**src/rtl/md_sequencer_pkg.sv**
```systemverilog
// Shared types for the RV32M multiply/divide sequencer: funct3 op codes,
// FSM state encodings and the iteration-counter width helper.
package md_sequencer_pkg;

    typedef enum logic [2:0] {
        MD_OP_MUL    = 3'b000,
        MD_OP_MULH   = 3'b001,
        MD_OP_MULHSU = 3'b010,
        MD_OP_MULHU  = 3'b011,
        MD_OP_DIV    = 3'b100,
        MD_OP_DIVU   = 3'b101,
        MD_OP_REM    = 3'b110,
        MD_OP_REMU   = 3'b111
    } md_op_e;

    typedef enum logic [1:0] {
        MD_ST_IDLE = 2'b00,
        MD_ST_CALC = 2'b01,
        MD_ST_FIX  = 2'b10,
        MD_ST_DONE = 2'b11
    } md_state_e;

    // One extra bit so the counter can hold DATA_WIDTH itself.
    function automatic int md_cnt_width(input int width);
        return $clog2(width) + 1;
    endfunction

endpackage

```
**src/rtl/md_iter_step.sv**
```systemverilog
// One combinational iteration of the shared datapath: shift-add multiply
// (i_mode=0) or restoring divide (i_mode=1) over a {high,low} accumulator.
module md_iter_step #(
    parameter int DATA_WIDTH = 32
) (
    input  logic                    i_mode,
    input  logic [2*DATA_WIDTH-1:0] i_acc,
    input  logic [DATA_WIDTH-1:0]   i_opb,
    output logic [2*DATA_WIDTH-1:0] o_acc
);
    localparam int W = DATA_WIDTH;

    logic [W:0]   w_sum;
    logic [W:0]   w_shift;
    logic         w_ge;
    logic [W-1:0] w_rem_sub;

    always_comb begin
        w_sum     = {1'b0, i_acc[2*W-1:W]} + (i_acc[0] ? {1'b0, i_opb} : '0);
        // Remainder is always below the divisor, so the trial difference fits W bits.
        w_shift   = {i_acc[2*W-1:W], i_acc[W-1]};
        w_ge      = (w_shift >= {1'b0, i_opb});
        w_rem_sub = w_shift[W-1:0] - i_opb;
        if (i_mode) begin
            o_acc = {(w_ge ? w_rem_sub : w_shift[W-1:0]), i_acc[W-2:0], w_ge};
        end else begin
            o_acc = {w_sum, i_acc[W-1:1]};
        end
    end

endmodule

```
**src/rtl/md_sequencer.sv**
```systemverilog
// Multi-cycle RV32M multiply/divide sequencer, one result bit per cycle.
//   state | meaning
//   IDLE  | waiting for start_i; special cases resolve straight to DONE
//   CALC  | DATA_WIDTH iterations of md_iter_step
//   FIX   | sign correction and half select into result_o
//   DONE  | done_o pulse, busy_o still high
module md_sequencer
    import md_sequencer_pkg::*;
#(
    parameter int DATA_WIDTH = 32
) (
    input  logic                  clk_i,
    input  logic                  rstn_i,
    input  logic                  start_i,
    input  logic [2:0]            op_i,
    input  logic [DATA_WIDTH-1:0] s1_i,
    input  logic [DATA_WIDTH-1:0] s2_i,
    input  logic                  kill_i,
    output logic                  busy_o,
    output logic                  done_o,
    output logic [DATA_WIDTH-1:0] result_o
);
    localparam int W     = DATA_WIDTH;
    localparam int CNT_W = md_cnt_width(DATA_WIDTH);

    md_state_e         r_state;
    md_op_e            r_op;
    logic              r_neg;
    logic [CNT_W-1:0]  r_cnt;
    logic [2*W-1:0]    r_acc;
    logic [W-1:0]      r_opb;
    logic              r_busy;
    logic              r_done;
    logic [W-1:0]      r_result;

    md_op_e            w_op;
    logic              w_s1_signed;
    logic              w_s2_signed;
    logic              w_s1_neg;
    logic              w_s2_neg;
    logic [W-1:0]      w_s1_mag;
    logic [W-1:0]      w_s2_mag;
    logic              w_div_zero;
    logic              w_ovf;
    logic [W-1:0]      w_special_res;
    logic              w_neg_flag;
    logic [2*W-1:0]    w_step;
    logic [2*W-1:0]    w_acc_neg;
    logic [2*W-1:0]    w_prod;
    logic [W-1:0]      w_quo;
    logic [W-1:0]      w_rem;
    logic [W-1:0]      w_fix;

    md_iter_step #(
        .DATA_WIDTH(DATA_WIDTH)
    ) u_step (
        .i_mode(r_op[2]),
        .i_acc (r_acc),
        .i_opb (r_opb),
        .o_acc (w_step)
    );

    always_comb begin
        w_op        = md_op_e'(op_i);
        w_s1_signed = (w_op != MD_OP_MULHU) && (w_op != MD_OP_DIVU) && (w_op != MD_OP_REMU);
        w_s2_signed = (w_op == MD_OP_MUL) || (w_op == MD_OP_MULH) ||
                      (w_op == MD_OP_DIV) || (w_op == MD_OP_REM);
        w_s1_neg    = w_s1_signed && s1_i[W-1];
        w_s2_neg    = w_s2_signed && s2_i[W-1];
        w_s1_mag    = w_s1_neg ? -s1_i : s1_i;
        w_s2_mag    = w_s2_neg ? -s2_i : s2_i;
        w_div_zero  = op_i[2] && (s2_i == '0);
        w_ovf       = ((w_op == MD_OP_DIV) || (w_op == MD_OP_REM)) &&
                      (s1_i == {1'b1, {(W-1){1'b0}}}) && (s2_i == '1);
        // op_i[1] distinguishes REM/REMU from DIV/DIVU.
        if (w_div_zero) begin
            w_special_res = op_i[1] ? s1_i : '1;
        end else begin
            w_special_res = op_i[1] ? '0 : s1_i;
        end
        w_neg_flag  = (op_i[2] && op_i[1]) ? w_s1_neg : (w_s1_neg ^ w_s2_neg);
    end

    always_comb begin
        w_acc_neg = -r_acc;
        w_prod    = r_neg ? w_acc_neg : r_acc;
        w_quo     = r_acc[W-1:0];
        w_rem     = r_acc[2*W-1:W];
        if (!r_op[2]) begin
            w_fix = (r_op == MD_OP_MUL) ? w_prod[W-1:0] : w_prod[2*W-1:W];
        end else if (r_op[1]) begin
            w_fix = r_neg ? -w_rem : w_rem;
        end else begin
            w_fix = r_neg ? -w_quo : w_quo;
        end
    end

    always_ff @(posedge clk_i or negedge rstn_i) begin
        if (!rstn_i) begin
            r_state  <= MD_ST_IDLE;
            r_op     <= MD_OP_MUL;
            r_neg    <= 1'b0;
            r_cnt    <= '0;
            r_acc    <= '0;
            r_opb    <= '0;
            r_busy   <= 1'b0;
            r_done   <= 1'b0;
            r_result <= '0;
        end else begin
            case (r_state)
                MD_ST_IDLE: begin
                    r_done <= 1'b0;
                    if (start_i && !kill_i) begin
                        r_op   <= w_op;
                        r_neg  <= w_neg_flag;
                        r_busy <= 1'b1;
                        if (w_div_zero || w_ovf) begin
                            r_result <= w_special_res;
                            r_done   <= 1'b1;
                            r_state  <= MD_ST_DONE;
                        end else begin
                            r_acc   <= {{W{1'b0}}, w_s1_mag};
                            r_opb   <= w_s2_mag;
                            r_cnt   <= '0;
                            r_state <= MD_ST_CALC;
                        end
                    end
                end
                MD_ST_CALC: begin
                    if (kill_i) begin
                        r_busy  <= 1'b0;
                        r_state <= MD_ST_IDLE;
                    end else begin
                        r_acc <= w_step;
                        r_cnt <= r_cnt + CNT_W'(1);
                        if (r_cnt == CNT_W'(DATA_WIDTH - 1)) begin
                            r_state <= MD_ST_FIX;
                        end
                    end
                end
                MD_ST_FIX: begin
                    if (kill_i) begin
                        r_busy  <= 1'b0;
                        r_state <= MD_ST_IDLE;
                    end else begin
                        r_result <= w_fix;
                        r_done   <= 1'b1;
                        r_state  <= MD_ST_DONE;
                    end
                end
                MD_ST_DONE: begin
                    r_done  <= 1'b0;
                    r_busy  <= 1'b0;
                    r_state <= MD_ST_IDLE;
                end
                default: begin
                    r_busy  <= 1'b0;
                    r_done  <= 1'b0;
                    r_state <= MD_ST_IDLE;
                end
            endcase
        end
    end

    assign busy_o   = r_busy;
    assign done_o   = r_done;
    assign result_o = r_result;

endmodule

```
**config.mk**
```make
export PLATFORM = sky130hd
export DESIGN_NAME = md_sequencer
export DESIGN_NICKNAME = d
export VERILOG_FILES = /design/src/rtl/md_sequencer_pkg.sv /design/src/rtl/md_iter_step.sv /design/src/rtl/md_sequencer.sv
export SDC_FILE = /design/constraint.sdc
export NUM_CORES = 1
export LEC_CHECK = 0
export CORE_MARGIN = 5
export CORE_UTILIZATION = 50
export DETAILED_ROUTE_END_ITERATION = 16
export GPL_TIMING_DRIVEN = 1
export PLACE_DENSITY = 0.7
export SLEW_MARGIN = 20
export SYNTH_ARGS = -nofsm -noshare
export SYNTH_HDL_FRONTEND = slang
export SYNTH_SLANG_ARGS = --single-unit
export TNS_END_PERCENT = 20
```
**constraint.sdc**
```tcl
create_clock -name clk_i -period 4.3 [get_ports clk_i]
set_clock_uncertainty 0.1 [all_clocks]
set_input_delay 0.645 -clock clk_i [delete_from_list [all_inputs] [get_ports clk_i]]
set_output_delay 0.645 -clock clk_i [all_outputs]
set_load 0.01 [all_outputs]
```
Word-level counts from Yosys, hierarchy flattened
Index checks and enable logic that the tools add are counted.
Widths: inputs -> output; s select.
- eq/ne operators: 19
- reduce and logical (&&, ||, !) cells: 30
- bitwise gates (word level): 2
- muxes and demuxes: 40
- $add $sub $neg: 8
- magnitude comparators: 1
- operator list (kind ; count):
    $mux 32 ; 15
    $mux 64 ; 5
    $neg 32->32 ; 4
    $pmux 64 s2 ; 1
    $eq 32x32->1 const B ; 2
    $neg 64->64 ; 1
    $pmux 32 s2 ; 1
    $add 32x33->33 ; 1
    $ge 33x32->1 ; 1
    $logic_not 32->1 ; 1
    $sub 32x32->32 ; 1
    $mux 6 ; 3
    $pmux 6 s2 ; 1
    $mux 2 ; 5
    $ne 2x2->1 const B ; 5
    $logic_and 1x1->1 ; 9
    $ne 3x3->1 const B ; 3
    $pmux 2 s4 ; 1
    $reduce_and 2->1 ; 4
    $reduce_and 4->1 ; 2
    $add 6x1->6 const B ; 1
    $eq 3x3->1 const B ; 2
    $eq 6x5->1 const B ; 1
    $logic_not 3->1 ; 2
    16 further kinds ; 28
- register bits: 142
- output and inout port bits: 34
- logic and storage cells: 109

Depth between registers and ports, before layout
Gate-level depths: netlist (run 1).
- depth in word-level cells: 8
- gate-level depth with buffers: 14

Cells and area by module
Synthesis (run 1) repeated with hierarchy kept, for this count alone.
- cells, all modules: 2094
- area total of the unflattened synthesis: 15657.5 um2
- by module, submodules not included (module ; area each (um2) ; cells an instance ; sequential area each (um2) ; instances):
    md_sequencer ; 11008.1 ; 1417 ; 3553.4 ; 1
    md_iter_step ; 4649.5 ; 677 ; 0.0 ; 1

Worst setup path before layout (run 1)
OpenSTA, ideal clock, no wires.
- path kind: in2reg
- from: input port s1_i[19]
- to: register r_acc[59]
- setup slack: 0.879 ns
- stages on the path: 10
- library setup time: 0.140 ns
- required time: 4.060 ns
- arrival time: 3.181 ns
- path through: or4_1 > or3_4 > or4_4 > o211ai_4 > o21a_4 > buf_6 > nor3_1 > buf_6 > a222oi_1 > o211ai_1
- cells in the longest elaborated chain, start to end: 6
- ends and longest elaborated chain (item ; line ; text):
    from (decl) ; md_sequencer.sv:16 ; input logic [DATA_WIDTH-1:0] s1_i,
    $eq 32x32->1 ; md_sequencer.sv:74 ; (s1_i == {1'b1, {(W-1){1'b0}}}) && (s2_i == '1);
    $logic_and 1x1->1 ; md_sequencer.sv:73 ; w_ovf = ((w_op == MD_OP_DIV) || (w_op == MD_OP_REM)) &&
    $logic_and 1x1->1 ; md_sequencer.sv:74 ;
    $logic_or 1x1->1 ; md_sequencer.sv:117 ; if (w_div_zero || w_ovf) begin
    $ne 2x2->1 (no source line) ; -- ;
    $reduce_and 4->1 (no source line) ; -- ;
    to (signal assigned) ; md_sequencer.sv:122 ; r_acc <= {{W{1'b0}}, w_s1_mag};
    to (signal assigned) ; md_sequencer.sv:134 ; r_acc <= w_step;
    to (decl) ; md_sequencer.sv:30 ; logic [2*W-1:0] r_acc;
No other way between the ends.
A chain may end at the register's enable or synchronous reset.

Worst setup path in the final report (run 1)
- from: register r_acc[0]
- to: register r_acc[57]
- cells in the longest elaborated chain, start to end: 5
- ends and longest elaborated chain (item ; line ; text):
    $mux 32 ; md_iter_step.sv:19 ; w_sum = {1'b0, i_acc[2*W-1:W]} + (i_acc[0] ? {1'b0, i_opb} : '0);
    $add 32x33->33 ; md_iter_step.sv:19 ;
    $mux 64 ; md_iter_step.sv:24 ; if (i_mode) begin
    $mux 64 ; md_sequencer.sv:130 ; if (kill_i) begin
    $pmux 64 s2 ; md_sequencer.sv:110 ; case (r_state)
No other way between the ends. The select of a mux whose other input is x is not followed.

==> results of run 1 <==
cell families (layout without fill, tap and decap cells):
kind of cell | count (synthesis) | after routing | share of synthesized area
flip-flops | 142 | 142 | 0.238
adder cells (fa/ha/maj) | 91 | 91 | 0.0748
multiplexers | 54 | 54 | 0.0366
AO/OA/AOI/OAI | 641 | 641 | 0.266
AND/OR/NAND/NOR | 693 | 693 | 0.218
buffers and inverters | 210 | 282 | 0.0557
XOR/XNOR | 190 | 190 | 0.111
registers in the layout (all words and copies together), names as in the netlist:
register	flops
busy_o	1
done_o	1
r_acc	64
r_cnt	6
r_neg	1
r_op	3
r_opb	32
r_state	2
result_o	32
metal layers:
layer / up-vias / GRT usage / wire length, um
met3: 176 / 0.0539 / 4070
met5: - / 0 / 0
met4: 0 / 0.245 / 4980
met2: 740 / 0.494 / 24200
met1: 7503 / 0.403 / 22000
li1: 7398 / - / -
worst max-delay path: cells and delay by family, from the launching register on:
kind	cells	cell delay (ns)
buffers and inverters	1	0.43
XOR/XNOR	1	0.20
flip-flops	1	0.44
adder cells (fa/ha/maj)	1	0.39
AO/OA/AOI/OAI	6	1.62
AND/OR/NAND/NOR	3	0.60
cell usage in the layout (no fill, tap or decap), drive strengths merged, types with 49 or more instances in the layout:
master,count
nand2,249
o21ai,247
nor2,193
dfrtp,142
a21oi,137
xnor2,105
clkdlybuf4s50,103
xor2,85
inv,77
ha,75
buf,73
mux2i,49
final cells by class:
type                    instances  share of cell area
multi-input cells            1669               0.618
flip-flops and latches        142               0.208
repair buffers                176              0.0961
well taps                     390              0.0285
clock buffers                  19              0.0259
inverters                      75              0.0164
clock inverters                12             0.00789
synthesized netlist by cell type, drive strengths merged (6+ instances only):
cell type	instances	area (um^2)
o21bai	9	67.6
a31oi	23	144
maj3	14	140
buf	30	158
nand4b	6	52.6
ha	75	938
nand3	33	170
and3	11	68.8
o31ai	35	263
mux2i	49	490
a211oi	20	150
and2	9	56.3
or4	19	150
o211ai	13	111
nor3	39	195
o2111ai	6	52.6
clkbuf	105	394
a22oi	17	128
o21a	13	105
nand4	30	188
nand2	249	935
a211o	8	70.1
a2111oi	9	85.1
o22ai	10	62.6
or3	33	221
o221ai	11	103
a21oi	137	686
a21boi	7	52.6
xor2	85	744
nor2	193	724
dfrtp	142	3550
nand2b	22	138
xnor2	105	920
inv	74	278
o21ai	247	1240
a21o	26	195
nor4	17	113
o41ai	12	113
or2	10	62.6
path summary, 6_finish.rpt:
path	startpoint	endpoint	slack, ns
worst max-delay path	r_acc[0]	r_acc[57]	0.39
worst min-delay path	rstn_i	r_acc[23]	0.23
worst max register to register	r_acc[0]	r_acc[57]	0.39
worst min register to register	result_o[11]	result_o[11]	0.38
max in group asynchronous	rstn_i	r_acc[35]	3.01
min in group clk_i	result_o[11]	result_o[11]	0.38
power breakdown:
| part | internal, mW | switching (mW) |
|---|---|---|
| clock network | 0.871 | 0.642 |
| logic | 3.45 | 5.53 |
| registers | 1.91 | 0.889 |
| total | 6.23 | 7.06 |
metrics by stage:
| stage | util | instances |
|---|---|---|
| 5_1_grt | 0.579 | 2483 |
| 4_1_cts | 0.579 | 2483 |
| 3_5_place_dp | 0.560 | 2452 |
| 6_report | 0.579 | 2483 |
| 2_1_floorplan | - | 2021 |
| 3_3_place_gp | 0.560 | 2452 |
==> metrics.csv, run 1 <==
metric,value,unit
status,"complete, no violations",
place_congestion,0.972,
cp.required,4.51,ns
cp_cell_sequence,inv_1 -> nor2_1 -> ha_1 -> a21o_1 -> or3_1 -> o2111a_1 -> o221ai_1 -> o31a_1 -> nor2_1 -> a211oi_1 -> xor2_1 -> o211ai_1,
critPathMaxStageDelay,0.44,ns
final_layout_size_suffix_gt1_frac,0.0669,
viasPerCell,6.37,
critPathCaptureType,register,
crit_fanout,14,
syn_area_per_cell,7.40,um^2
reg2reg_depth,12,
min_path_type,input port to asynchronous set/reset pin,
synth.ff_latch_count,142,
ys.flop_type,dfrtp_1,
wl_per_cell,22.3,um
regArea,0.00356,mm^2
fin_hold_ws,0.228,ns
drv_slew,0,
ctsResizeCount,0,
fin_ws,0.391,ns
grt_first_pass_wirelength,85200,um
grt_use_total,0.321,
crit_path_frequent_cell,nor2_1,
cts_root_buffer,clkbuf_16,
period_minus_slack,3.91,ns
worst-setup-path-type,register to register,
antenna_found_initial,0,
min_period_over_period,0.909,
drt_first_pass_iters,8,
place_ws,0.0638,ns
grt_max_degree,100,
rsz0062_at_grt,no,
fin_nets,2229,
area_growth,14.6,%
slew_headroom,0.334,
cts.sinks,142,
drt_iter0_drc,1567,
clock.fmax,256,MHz
diodes,0,
postCtsHoldBufs,0,
wirelength,55300,um
p_leak,7.13,nW
io_pins,105,
yosys_warnings,0,
critical_path_arrival,4.12,ns
cts_setup_buffers,0,
grt_pass1_vias,14978,
overflow,0,
numCtsBuffers,17,
fp.dieArea,0.0335,mm^2
cts_tree,built,
totalPowerFinal,13.3,mW
placementRows,63,
max-vdd-ir-drop,459,uV
syn_inst,2021,
h-tree-depth,4,
insertion_delay,0.44,ns
dpl_cell_area,0.0165,mm^2
fin_tns_setup,0,ns
slowest_stage,dfrtp_1,
drc_errors,0,
antenna_left,0,
finalHoldViolations,0,
setup_viol,0,
synthArstFlopShare,1.00,
syn-num-nets,2169,
route.vias.total,15817,
core_area,0.0296,mm^2
p_per_area,776,mW/mm^2
io_buffer_count,104,
cap_violations,0,
mappedNetlistArea,0.0149,mm^2
post-dp-hpwl,42800,um
yosysUniqueCellTypes,84,
die_height,183,um
design_area,0.0171,mm^2
worstMarginPinSlew,1.00,ns
start_kind,register,
initial_utilization,0.506,
die_w,183,um
multiInputGateArea,0.0106,mm^2
cts_buffer_depth,2,
synth-edff-count,0,
ys_seq_area_frac,0.238,
nFillCells,2785,
path_clk_slew,0.07,ns
No activity file was read; power rests on OpenSTA's default activity.
==> inputs of run 2 (changes only) <==
==> constraint.sdc (replaced) <==
create_clock -name clk_i -period 5 [get_ports clk_i]
set_clock_uncertainty 0.1 [all_clocks]
set_input_delay 0.75 -clock clk_i [delete_from_list [all_inputs] [get_ports clk_i]]
set_output_delay 0.75 -clock clk_i [all_outputs]
set_load 0.01 [all_outputs]
==> metrics.csv, run 2 (same netlist as run 1, synthesis figures left out) <==
metric,value,unit
cp.required,5.19,ns
wl_per_cell,22.4,um
initial_utilization,0.506,
fin_cells,2452,
grt_first_pass_wirelength,84800,um
viasPerCell,6.39,
route.vias.total,15680,
reg2reg_depth,11,
layout.cells.most_common,nand2_1,
final_layout_size_suffix_gt1_frac,0.0533,
die_w,183,um
cp_cell_sequence,clkdlybuf4s50_1 -> inv_1 -> ha_1 -> or4b_2 -> nor4_1 -> buf_4 -> nand4b_1 -> o21ai_1 -> nand3_1 -> a21oi_2 -> buf_4 -> nand2_1 -> a211oi_1 -> nor3_1,
power.share.clock,0.128,
placementRows,63,
critPathMaxStageDelay,0.69,ns
cap_violations,0,
min_path_type,input port to asynchronous set/reset pin,
status,"complete, no violations",
place_congestion,1.01,
reg2reg_to,result_o[26],
p_per_area,675,mW/mm^2
grt_use_total,0.320,
largest_reg_flops,64,
overflow,0,
slew_headroom,0.473,
netSwitchingFraction,0.529,
p_leak,7.00,nW
totalPowerFinal,11.4,mW
cp.depth,14,
r2r_slack,0.85,ns
netSwitchingPower,6.05,mW
fin_tns_setup,0,ns
h-tree-depth,4,
wirelength,55000,um
cts_tree,built,
critical_path_buf_inv_count,4,
p_comb_frac,0.655,
postCtsHoldBufs,0,
cp_top_family,simple AND/OR/NAND/NOR gates,
antenna_left,0,
most-common-layout-cells,"nand2_1, o21ai_0, nor2_1",
setup_viol,0,
reg2reg_from,r_acc[0],
critical_path_arrival,4.84,ns
grt_max_degree,80,
top_register,r_acc,
io_buffer_count,104,
worst-setup-path-type,input port to register,
path_clk_slew,0.07,ns
fin_nets,2197,
drt_iter0_drc,1548,
finalHoldViolations,0,
cts.sinks,142,
period_minus_slack,4.65,ns
cts_setup_buffers,0,
insertion_delay,0.45,ns
antenna_found_initial,0,
io_pins,105,
ctsResizeCount,0,
post-place-cells,2420,
numCtsBuffers,17,
start_kind,input port,
pwr-share-seq,0.218,
worstMarginPinSlew,0.783,ns
die_height,183,um
fp.dieArea,0.0335,mm^2
critPathCaptureType,register,
cts_buffer_depth,2,
diodes,0,
crit_path_frequent_cell,buf_4,
drv_slew,0,
post-dp-hpwl,42300,um
rsz0062_at_grt,no,
grt_pass1_vias,14794,
slowest_stage,a211oi_1,
crit_fanout,11,
core_area,0.0296,mm^2
min_period_over_period,0.930,
drc_errors,0,
cts_root_buffer,clkbuf_16,
area_growth,13.3,%
clock.fmax,215,MHz
p_int,5.38,mW
drt_first_pass_iters,6,
max-vdd-ir-drop,340,uV
nFillCells,2827,
[run 2: cell count changes in the layout (fill, tap and decap cells not counted), sizes merged]
| cell | delta |
|---|---|
| clkinvlp | +1 |
| inv | +2 |
| buf | -32 |
| bufinv | +2 |
| clkinv | -4 |
[run 2: how the worst max path moves through the flow]
stage	endpoint	startpoint	slack (ns)
3_5_place_dp	result_o[26]	s2_i[0]	0.02
4_1_cts	result_o[26]	s2_i[0]	0.45
2_1_floorplan	r_acc[59]	s1_i[19]	1.47
3_3_place_gp	result_o[26]	s2_i[0]	0.02
5_1_grt	result_o[26]	s2_i[0]	0.16
6_report	result_o[26]	s2_i[0]	0.35
[run 2: per-layer routing]
layer	GRT usage	vias to the layer above	routed length, um
met2	0.514	764	24700
li1	-	7347	-
met3	0.0448	170	3960
met5	0	-	0
met4	0.214	0	4360
met1	0.402	7399	22000
[run 2: power groups by stage]
stage	registers (mW)	clock network, mW	logic (mW)
2_1_floorplan	2.05	0	5.36
3_3_place_gp	2.45	0	7.21
3_5_place_dp	2.47	0	7.31
4_1_cts	2.45	1.46	7.36
5_1_grt	2.54	1.51	8.16
6_report	2.49	1.46	7.48
[run 2: area by class of cell]
cell class	count	area, um^2	share of cell area
flip-flops and latches	142	3560	0.210
repair buffers	144	1380	0.0815
multi-input cells	1669	10600	0.625
clock inverters	13	200	0.0118
inverters	75	282	0.0166
clock buffers	19	453	0.0267
well taps	390	488	0.0288
[run 2: per-stage QoR]
step	setup WS, ns	hold WS [ns]	util	instance area [um^2]
after floorplan	1.47	0.350	-	14900
after detailed placement	0.0201	0.367	0.551	16300
final	0.349	0.183	0.573	16900
after global placement	0.0179	0.368	0.551	16300
after global routing	0.156	0.247	0.573	16900
after CTS	0.446	0.219	0.573	16900
==> inputs of run 3 (changes only) <==
==> constraint.sdc (replaced) <==
create_clock -name clk_i -period 5.7 [get_ports clk_i]
set_clock_uncertainty 0.1 [all_clocks]
set_input_delay 0.855 -clock clk_i [delete_from_list [all_inputs] [get_ports clk_i]]
set_output_delay 0.855 -clock clk_i [all_outputs]
set_load 0.01 [all_outputs]
==> metrics.csv, run 3 (same netlist as run 1, synthesis figures left out) <==
metric,value,unit
critical_path_buf_inv_count,3,
placementRows,63,
fin_tns_setup,0,ns
p_leak,6.90,nW
numCtsBuffers,17,
min_period_over_period,0.867,
most-common-layout-cells,"nand2_1, o21ai_0, nor2_1",
grt_pass1_vias,14496,
critPathCaptureType,register,
h-tree-depth,4,
grt_max_degree,90,
pwr-share-seq,0.220,
post-dp-hpwl,41400,um
die_w,183,um
worst-setup-path-type,input port to register,
netSwitchingFraction,0.533,
p_per_area,589,mW/mm^2
drc_errors,0,
insertion_delay,0.45,ns
largest_reg_flops,64,
area_growth,12.2,%
route.vias.total,15627,
wirelength,54500,um
setup_viol,0,
viasPerCell,6.40,
diodes,0,
antenna_left,0,
period_minus_slack,4.94,ns
start_kind,input port,
fp.dieArea,0.0335,mm^2
max-vdd-ir-drop,297,uV
finalHoldViolations,0,
cp.required,5.93,ns
crit_fanout,27,
cp_top_family,simple AND/OR/NAND/NOR gates,
cp_cell_sequence,clkdlybuf4s50_1 -> inv_1 -> ha_1 -> or4b_2 -> nor4_1 -> nand4b_1 -> o211ai_4 -> buf_4 -> o21a_4 -> nor2_1 -> nand3_1 -> o21ai_0 -> a211o_1,
grt_use_total,0.317,
slowest_stage,nor4_1,
cts.sinks,142,
fin_hold_ws,0.206,ns
drt_first_pass_iters,6,
p_comb_frac,0.660,
postCtsHoldBufs,0,
cts_setup_buffers,0,
power.share.clock,0.121,
die_height,183,um
rsz0062_at_grt,no,
layout.cells.most_common,nand2_1,
critical_path_arrival,5.17,ns
io_pins,105,
antenna_found_initial,0,
netSwitchingPower,5.26,mW
grt_first_pass_wirelength,84100,um
initial_utilization,0.506,
cts_buffer_depth,2,
drt_iter0_drc,1391,
core_area,0.0296,mm^2
critPathMaxStageDelay,0.74,ns
final_layout_size_suffix_gt1_frac,0.0473,
io_buffer_count,104,
place_congestion,0.997,
cap_violations,0,
cts_root_buffer,clkbuf_16,
clock.fmax,202,MHz
slew_headroom,0.312,
path_clk_slew,0.07,ns
cts_tree,built,
p_int,4.61,mW
overflow,0,
drv_slew,0,
top_register,r_acc,
wl_per_cell,22.3,um
fin_nets,2186,
worstMarginPinSlew,1.03,ns
status,"complete, no violations",
min_path_type,input port to asynchronous set/reset pin,
ctsResizeCount,0,
[run 3: path summary, 6_finish.rpt]
check,slack [ns],startpoint,end,cells past startpoint
min,0.21,rstn_i,r_acc[23],1
min reg2reg,0.38,result_o[4],result_o[4],2
max reg2reg,1.41,r_acc[5],result_o[17],9
max in group asynchronous,4.17,rstn_i,r_op[2],2
min in group clk_i,0.38,result_o[4],result_o[4],2
max,0.76,s2_i[0],r_acc[60],13
[run 3: power by group through the flow]
| stage | Clock (mW) | Sequential, mW | Combinational (mW) |
|---|---|---|---|
| after floorplan | 0 | 1.80 | 4.70 |
| after global placement | 0 | 2.13 | 6.29 |
| after detailed placement | 0 | 2.15 | 6.36 |
| after CTS | 1.19 | 2.13 | 6.39 |
| after global routing | 1.24 | 2.22 | 7.08 |
| final | 1.19 | 2.17 | 6.51 |
[run 3: metal layers]
metal,part of all wire,global-route usage,wire (um),vias up
met5,0,0,0,-
li1,-,-,-,7310
met1,0.40,0.407,22100,7446
met3,0.065,0.0389,3540,145
met4,0.071,0.197,3870,0
met2,0.46,0.511,25000,726
[run 3: area by class of cell]
cell class | instances | area [um^2]
inverter | 75 | 282
clock inverter | 13 | 166
multi-input combinational | 1669 | 10600
fill | 2794 | 12800
sequential | 142 | 3560
tap | 390 | 488
timing repair buffer | 133 | 1270
clock buffer | 19 | 433
[run 3: per-stage QoR]
stage / instances / cell area [um^2] / worst slack (ns) / power (mW) / util
floorplan: 2021 / 14900 / 2.07 / 6.50 / -
global placement: 2409 / 16200 / 0.734 / 8.42 / 0.547
detailed placement: 2409 / 16200 / 0.545 / 8.51 / 0.547
CTS: 2441 / 16800 / 0.918 / 9.72 / 0.567
global route: 2441 / 16800 / 0.563 / 10.5 / 0.567
finish: 2441 / 16800 / 0.758 / 9.87 / 0.567
